$ cat src/rtl/mem_responder_if.sv
// Load/store request bus between the MEM stage (master) and mem_responder (slave).
// range_err exists only when RANGE_CHECK_EN is defined.
interface mem_responder_if;
  logic        mem_read_enable;
  logic        mem_write_enable;
  logic [31:0] address;
  logic [31:0] write_data;
  logic        mem_ready;
  logic [31:0] read_data;
`ifdef RANGE_CHECK_EN
  logic        range_err;
`endif

  modport master (
    output mem_read_enable, mem_write_enable, address, write_data,
`ifdef RANGE_CHECK_EN
    input  range_err,
`endif
    input  mem_ready, read_data
  );

  modport slave (
    input  mem_read_enable, mem_write_enable, address, write_data,
`ifdef RANGE_CHECK_EN
    output range_err,
`endif
    output mem_ready, read_data
  );
endinterface

$ cat src/rtl/mem_responder.sv
// Word store answering MEM-stage loads/stores after WAIT_CYCLES wait cycles.
// Optional feature: RANGE_CHECK_EN adds out-of-range detection and range_err.
module mem_responder #(
  parameter int unsigned BASE_ADDR   = 1024,
  parameter int unsigned DEPTH       = 64,
  parameter int unsigned WAIT_CYCLES = 5
) (
  input logic            clk,
  input logic            rst,
  mem_responder_if.slave bus
);

  localparam int unsigned IDX_W = $clog2(DEPTH);
  localparam int unsigned CNT_W = (WAIT_CYCLES > 1) ? $clog2(WAIT_CYCLES) : 1;

  typedef enum logic [1:0] {IDLE, WAIT, DONE} state_t;

  state_t           state;
  logic [CNT_W-1:0] cnt;
  logic             op_write;
  logic [IDX_W-1:0] idx_q;
  logic [31:0]      data_q;
  logic             oor_q;
  logic [31:0]      read_data_q;
  logic [31:0]      store [DEPTH];

  logic             req;
  logic [31:0]      addr_off;
  logic [IDX_W-1:0] idx;
  logic             oor;
  logic             unused_addr;

  assign req      = bus.mem_read_enable | bus.mem_write_enable;
  assign addr_off = bus.address - 32'(BASE_ADDR);
  assign idx      = addr_off[IDX_W+1:2];
  // Upper offset bits only matter to the range check; byte lane is ignored.
  assign unused_addr = ^{addr_off[31:IDX_W+2], addr_off[1:0]};

`ifdef RANGE_CHECK_EN
  logic range_err_q;
  assign oor = (bus.address < 32'(BASE_ADDR)) || ((addr_off >> 2) >= 32'(DEPTH));
  assign bus.range_err = range_err_q;
`else
  assign oor = 1'b0;
`endif

  assign bus.mem_ready = ((state == IDLE) && !req) || (state == DONE);
  assign bus.read_data = read_data_q;

  // Access FSM; the request is captured in IDLE and committed on the last WAIT edge.
  always_ff @(posedge clk or negedge rst) begin
    if (!rst) begin
      state       <= IDLE;
      cnt         <= '0;
      op_write    <= 1'b0;
      idx_q       <= '0;
      data_q      <= '0;
      oor_q       <= 1'b0;
      read_data_q <= '0;
`ifdef RANGE_CHECK_EN
      range_err_q <= 1'b0;
`endif
      for (int i = 0; i < int'(DEPTH); i++) store[i] <= '0;
    end else begin
`ifdef RANGE_CHECK_EN
      range_err_q <= 1'b0;
`endif
      case (state)
        IDLE: begin
          if (req) begin
            op_write <= bus.mem_write_enable;
            idx_q    <= idx;
            data_q   <= bus.write_data;
            oor_q    <= oor;
            cnt      <= CNT_W'(WAIT_CYCLES - 1);
            state    <= WAIT;
          end
        end
        WAIT: begin
          if (cnt == '0) begin
            if (op_write) begin
              if (!oor_q) store[idx_q] <= data_q;
            end else begin
              read_data_q <= oor_q ? 32'h0 : store[idx_q];
            end
`ifdef RANGE_CHECK_EN
            range_err_q <= oor_q;
`endif
            state <= DONE;
          end else begin
            cnt <= cnt - CNT_W'(1);
          end
        end
        DONE:    state <= IDLE;
        default: state <= IDLE;
      endcase
    end
  end

endmodule
$ cat src/flat_wrapper.sv
// flat-port wrapper written by rule: the top's interface ports become plain ports
module mem_responder_flat 
#(
  parameter int unsigned BASE_ADDR   = 1024,
  parameter int unsigned DEPTH       = 64,
  parameter int unsigned WAIT_CYCLES = 5
)
  (clk, rst, bus_mem_read_enable, bus_mem_write_enable, bus_address, bus_write_data, bus_mem_ready, bus_read_data);
  mem_responder_if bus_i ();
  input logic clk;
  input logic rst;
  input wire logic [$bits(bus_i.mem_read_enable)-1:0] bus_mem_read_enable;
  input wire logic [$bits(bus_i.mem_write_enable)-1:0] bus_mem_write_enable;
  input wire logic [$bits(bus_i.address)-1:0] bus_address;
  input wire logic [$bits(bus_i.write_data)-1:0] bus_write_data;
  output wire logic [$bits(bus_i.mem_ready)-1:0] bus_mem_ready;
  output wire logic [$bits(bus_i.read_data)-1:0] bus_read_data;
  assign bus_i.mem_read_enable = bus_mem_read_enable;
  assign bus_i.mem_write_enable = bus_mem_write_enable;
  assign bus_i.address = bus_address;
  assign bus_i.write_data = bus_write_data;
  assign bus_mem_ready = bus_i.mem_ready;
  assign bus_read_data = bus_i.read_data;
  mem_responder #(.BASE_ADDR(BASE_ADDR), .DEPTH(DEPTH), .WAIT_CYCLES(WAIT_CYCLES)) u_core (.clk(clk), .rst(rst), .bus(bus_i));
endmodule
$ cat config.mk
export PLATFORM = sky130hd
export DESIGN_NAME = mem_responder_flat
export DESIGN_NICKNAME = d
export VERILOG_FILES = /design/src/rtl/mem_responder_if.sv /design/src/rtl/mem_responder.sv /design/src/flat_wrapper.sv
export SDC_FILE = /design/constraint.sdc
export NUM_CORES = 2
export LEC_CHECK = 0
export CORE_ASPECT_RATIO = 1.4
export CORE_MARGIN = 5
export CORE_UTILIZATION = 63
export CTS_CLUSTER_SIZE = 10
export DETAILED_ROUTE_END_ITERATION = 8
export PLACE_DENSITY_LB_ADDON = 0.12
export SYNTH_ARGS = -nofsm -noshare
export SYNTH_HDL_FRONTEND = slang
export SYNTH_SLANG_ARGS = --single-unit
export TNS_END_PERCENT = 30
$ cat constraint.sdc
create_clock -name clk -period 2.9 [get_ports clk]
set_input_delay 0.29 -clock clk [delete_from_list [all_inputs] [get_ports clk]]
set_output_delay 0.29 -clock clk [all_outputs]
set_load 0.01 [all_outputs]
; Word-level counts from Yosys, hierarchy flattened
; Index checks and enable logic that the tools add are counted.
[totals]
register_bits = 2124
output_inout_bits = 33
[op_classes]
addsub = 2
n_lt_le_gt_ge = 2
eq_ne = 5
mux = 12
bitwise = 3
n_reduce_logical = 12
[ops]
columns = cell, count
row1 = bitwise mux 2048 bit, 1
row2 = binary-select mux 32 bit (select 6 bit), 1
row3 = demux 32 bit (select 6 bit), 1
row4 = two-way mux 32 bit, 3
row5 = AND reduction 3 bit, 3
row6 = subtractor 8 x 1 -> 8 bit (second input constant), 1
row7 = greater-or-equal comparator 7 bit (second input constant), 1
row8 = less-than comparator 7 x 1 -> 1 bit (second input constant), 1
row9 = NOT 6 -> 7 bit, 1
row10 = two-way mux 3 bit, 2
row11 = one-hot mux 3 bit (2 select lines), 1
row12 = two-way mux 2 bit, 2
row13 = inequality test 2 x 1 -> 1 bit (second input constant), 2
row14 = one-hot mux 2 bit (2 select lines), 1
row15 = AND reduction 2 bit, 2
row16 = zero test 3 bit, 1
row17 = subtractor 3 x 1 -> 3 bit (second input constant), 1
row18 = == test 2 x 1 -> 1 bit (second input constant), 1
row19 = == test 2 bit (second input constant), 1
row20 = logical AND 1 bit, 2
row21 = zero test 2 bit, 1
row22 = inequality test 2 bit (second input constant), 1
row23 = nonzero test 2 bit, 1
row24 = zero test 1 bit, 1
row25 = other kinds (3), 3

; Logic depth before layout (Yosys ltp)
[logic_depth]
word_depth = 6
mapped_depth = 12
ltp_nobuf = 8

; Worst setup path before layout
; No wires, ideal clock.
[synth_timing]
kind = register to register
startpoint = reg u_core.cnt[0]
endpoint = reg u_core.store[385] (netlist name)
t_arrival_ns = 2.146
setup_slack_ns = 0.629
stages_incl_launch_ff = 10
path_cell_list = dfrtp_1 inv_1 ha_1 and4bb_2 nand2_2 nor2_4 nand2_2 nor2_2 buf_2 mux2_2
[synth_via]
elab_chain_len = 2
[synth_rtl]
columns = item, line_no
row1 = "start, declared", mem_responder.sv:19  ; logic [CNT_W-1:0] cnt;
row2 = "start signal, assigned", mem_responder.sv:75  ; cnt <= CNT_W'(WAIT_CYCLES - 1);
row3 = "start signal, assigned", mem_responder.sv:91  ; cnt <= cnt - CNT_W'(1);
row4 = zero test 3 bit, mem_responder.sv:80  ; if (cnt == '0) begin
row5 = AND reduction 3 bit (no source line), -
row6 = "end signal, assigned by index", mem_responder.sv:82  ; if (!oor_q) store[idx_q] <= data_q;
row7 = "end, declared", mem_responder.sv:25  ; logic [31:0] store [DEPTH];
; No other way between the ends.
; A chain may end at the register's enable or synchronous reset.

; Final worst setup path
[layout_timing]
startpoint = reg u_core.idx_q[0]
endpoint = reg u_core.read_data_q[23] (netlist: u_core.bus.read_data[23])
[layout_via]
elab_chain_len = 4
[layout_rtl]
columns = item, line_no
row1 = "start, declared", mem_responder.sv:21  ; logic [IDX_W-1:0] idx_q;
row2 = "start signal, assigned", mem_responder.sv:72  ; idx_q <= idx;
row3 = NOT 6 -> 7 bit (not written as such), mem_responder.sv:84  ; read_data_q <= oor_q ? 32'h0 : store[idx_q];
row4 = binary-select mux 32 bit (select 6 bit), mem_responder.sv:84
row5 = two-way mux 32 bit (not written as such) (2 in series), mem_responder.sv:84
row6 = "end signal, assigned", mem_responder.sv:84
row7 = "end, declared", mem_responder.sv:24  ; logic [31:0] read_data_q;
; No other way between the ends. The select of a mux whose other input is x is not followed.

==> metrics.md <==
| Metric | Value |
|---|---|
| Final setup fails | `0` |
| Vias | `63237` |
| Global route overflow | `0` |
| Final clock skew | `0.0314 ns` |
| HPWL Detailed | `194 mm` |
| Ports | `101` |
| Adder-Cell Fraction of Synth Area | `0.000261` |
| Largest family of logic cells by synthesized area | `multiplexers` |
| Syn Std Cell Area | `95900 µm²` |
| Clock power frac | `0.262` |
| CP required | `3.69 ns` |
| Combinational power share | `0.319` |
| WL per Instance | `35.8 µm` |
| Initial antenna violation count | `9` |
| Slew Limit Fails | `0` |
| Vias per cell | `7.19` |
| Sequential share of the synthesized area | `0.554` |
| Power per cell area | `898 nW/µm²` |
| Synth top area share | `0.554` |
| Clock tree from TritonCTS | `yes` |
| XOR/XNOR Fraction of Synth Area | `0` |
| RSZ-0062 raised after global routing | `false` |
| Syn_area_per_cell | `14.4 µm²` |
| Critical path startpoint category | `flop` |
| Maximum clock path buffer count | `3` |
| Post-synthesis register bit count | `2124` |
| Setup bufs post-CTS | `0` |
| Worst Setup End Kind | `flop` |
| RD Place Congestion | `0.871` |
| Clk_lat worst skew | `0.89 ns` |
| Largest net degree at the start of global routing | `123` |
| Inst Count DP | `8500` |
| Psw | `35900 µW` |
| Pleak | `0.0524 µW` |
| Cells taking the most area after synthesis | `dfrtp_1 55%, mux2_2 24%, mux4_2 4.5%, mux2i_1 3.0%, a221oi_1 2.2%` |
| Global-route wire length before repair | `460 mm` |
| Syn Inst Count | `6680` |
| Antenna-violating nets left | `0` |
| Rows | `169` |
| Fmax achieved | `0.359 GHz` |
| Mux contribution to synthesized area | `0.328` |
| GRT Total Usage | `0.393` |
| Crit share post-route | `0.959` |
| Vias in the first global route | `66158` |
| I/O Buffers | `74` |
| Num CTS Buffers | `230` |
| DIE WIDTH | `340 µm` |
| Die ar. | `160000 µm²` |
| # fillers | `9944` |
| Yosys warning count | `0` |
| Int Power | `61900 µW` |
| Final wirelength | `315 mm` |
| Final min period | `2.78 ns` |
| Crit path kind | `flop to flop` |
| Total of max-cap violations | `0` |
| Core ar. | `151000 µm²` |
| Post-synth EDFFs | `0` |
| Fin Setup TNS | `0 ns` |
| Yosys top cell by area | `dfrtp_1` |
| Pre-antenna DRT Iters | `7` |
| P&R area growth vs syn | `13.5%` |
| Root Driver | `clkbuf_16` |
| Asr flop ratio synth | `1.00` |
| Vert. Die Dim | `472 µm` |
| Post-synthesis compound-gate area fraction | `0.0648` |
| Net Sw Frac | `0.367` |
| Fraction of layout cells with a size suffix above 1 | `0.460` |
| Peak VDD IR | `1.13 mV` |
| DRC Markers | `0` |
| CTS Sinks | `2124` |
| CTS clk-pin slew, worst paths | `0.06 ns` |
| Final nets | `6864` |
| Hold Violations, Final | `0` |
| CP Data Arrival Time | `3.57 ns` |
| Outcome | `finished, final reports clean` |
| Iteration-0 DRC Markers | `7181` |
| Synth Area in Simple Gates | `0.0180` |
| Relative slew slack | `0.154` |
| Syn_nets | `6750` |
| Flop pwr share | `0.419` |
| Type of the worst min-delay path | `primary input to flop` |
| Slew @ Worst Pin | `1.27 ns` |
| Most used flip-flop cell after synthesis | `dfrtp_1` |
| H-tree levels | `4` |
| Final Non-Filler Cells | `8800` |
| Distinct cell type count after synthesis | `67` |
| Initial Util | `0.634` |
| CP max FO | `37` |
[state kept, by name (all words and copies together) (netlist names)]
name                  flops
u_core.bus.read_data     32
u_core.cnt                3
u_core.data_q            32
u_core.idx_q              6
u_core.op_write           1
u_core.state              2
u_core.store           2048
[cells in the final DEF, fill, tap and decap left out, types with 19 or more instances in the layout]
| master | netlist | final |
|---|---|---|
| dfrtp_1 | 2124 | 2094 |
| mux2_2 | 2077 | 2077 |
| mux2i_1 | 285 | 285 |
| buf_4 | 41 | 280 |
| a221oi_1 | 239 | 239 |
| clkbuf_16 | 0 | 233 |
| buf_12 | 0 | 204 |
| mux4_2 | 190 | 190 |
| nor2_1 | 143 | 130 |
| a22oi_1 | 118 | 118 |
| a21oi_1 | 106 | 106 |
| o21ai_0 | 95 | 95 |
| mux2_1 | 82 | 82 |
| nand2_1 | 104 | 78 |
| clkdlybuf4s50_1 | 0 | 73 |
| o22ai_1 | 66 | 66 |
| nor2_4 | 1 | 45 |
| a22o_1 | 33 | 33 |
| nand2_2 | 6 | 32 |
| nand3_1 | 29 | 28 |
| dlygate4sd3_1 | 0 | 28 |
| dfrtp_2 | 0 | 27 |
| a221o_1 | 24 | 24 |
| clkbuf_1 | 312 | 21 |
| o32a_1 | 20 | 20 |
| a31oi_1 | 19 | 19 |
[power groups by stage]
stage | Combinational (µW) | Sequential [µW] | Clock, µW
floorplan | 20000 | 36900 | 0
global placement | 30000 | 40700 | 0
detailed placement | 30500 | 41100 | 0
CTS | 30700 | 40700 | 25800
global route | 32300 | 41500 | 27000
finish | 31200 | 41000 | 25600
[synth_stat cells (5+ instances only)]
library cell and n:
nor2_1 143, a21oi_1 106, o22ai_1 66, nand3_1 29
buf_1 28, dfrtp_1 2124, a22o_1 33, inv_1 5
buf_2 302, nand4_1 5, o21ai_0 95, o211ai_1 11
and2_1 6, nor3_1 5, mux2_2 2077, o32a_1 20
o2111ai_1 17, buf_6 21, nand2_2 6, a22oi_1 118
a221oi_1 239, a211oi_1 10, o21ai_1 16, nor2b_1 8
and3_1 5, mux2_1 82, clkbuf_1 312, mux4_2 190
mux2i_1 285, a222oi_1 10, nand2_1 104, buf_4 41
o22a_1 16, o221ai_1 15, a221o_1 24, nor2_2 33
a31oi_1 19
[final timing paths]
path | cells after the start | slack, ns | endpoint | startpoint
min reg2reg | 1 | 0.48 | u_core.cnt[0] | u_core.cnt[0]
max in group asynchronous | 4 | 1.69 | u_core.store[514] | rst
min | 2 | 0.04 | u_core.data_q[10] | bus_write_data[10]
min in group asynchronous | 2 | 0.06 | u_core.store[1797] | rst
max | 8 | 0.12 | u_core.bus.read_data[23] | u_core.idx_q[0]
max reg2reg | 8 | 0.12 | u_core.bus.read_data[23] | u_core.idx_q[0]
[timing repair]
action,CTS,global route
setup endpoints to repair,0,2
resized for setup,0,2
hold buffers,28,0
hold endpoints to repair,1114,0
[cell families (layout without fill, tap and decap cells)]
| logic type | after synthesis | count (layout) |
|---|---|---|
| adder cells (fa/ha/maj) | 2 | 2 |
| buffers and inverters | 711 | 860 |
| other | 0 | 5 |
| multiplexers | 2634 | 2634 |
| AO/OA/AOI/OAI | 838 | 838 |
| flip-flops | 2124 | 2124 |
| AND/OR/NAND/NOR | 371 | 371 |
[metrics by stage]
stage	util	area [µm²]	power (µW)	setup WS, ns	hold WS [ns]
finish	0.719	109000	97800	0.118	0.0388
global route	0.719	109000	101000	0.0250	0.0314
CTS	0.719	109000	97100	0.109	0.00114
detailed placement	0.677	102000	71600	0.134	0.180
global placement	0.677	102000	70600	0.140	0.184
floorplan	-	95900	56900	0.629	-0.00559
[per-layer routing]
metal / track usage / vias up / share of wire
met2: 0.616 / 3397 / 0.46
li1: - / 24914 / -
met5: 0 / - / 0.00014
met4: 0.240 / 6 / 0.076
met3: 0.0822 / 1099 / 0.088
met1: 0.507 / 33821 / 0.37
[worst max-delay path, cell delays in order, from the launching register on]
cell      delay [ns]
dfrtp_4         0.47
buf_12          0.29
nor2b_4         0.55
buf_4           0.47
a22oi_1         0.14
o22ai_1         0.20
o21ai_0         0.10
a21boi_0        0.19
a41oi_1         0.23
[cell type report]
| type | count | area (µm²) | area share |
|---|---|---|---|
| sequential | 2124 | 53200 | 0.489 |
| tap | 1966 | 2460 | 0.0226 |
| clock inverter | 12 | 205 | 0.00188 |
| timing repair buffer | 586 | 7220 | 0.0664 |
| multi-input combinational | 3845 | 39800 | 0.366 |
| clock buffer | 255 | 5920 | 0.0544 |
| inverter | 7 | 38.8 | 0.000356 |
| antenna | 5 | 12.5 | 0.000115 |
(Power assumes the default switching activity.)
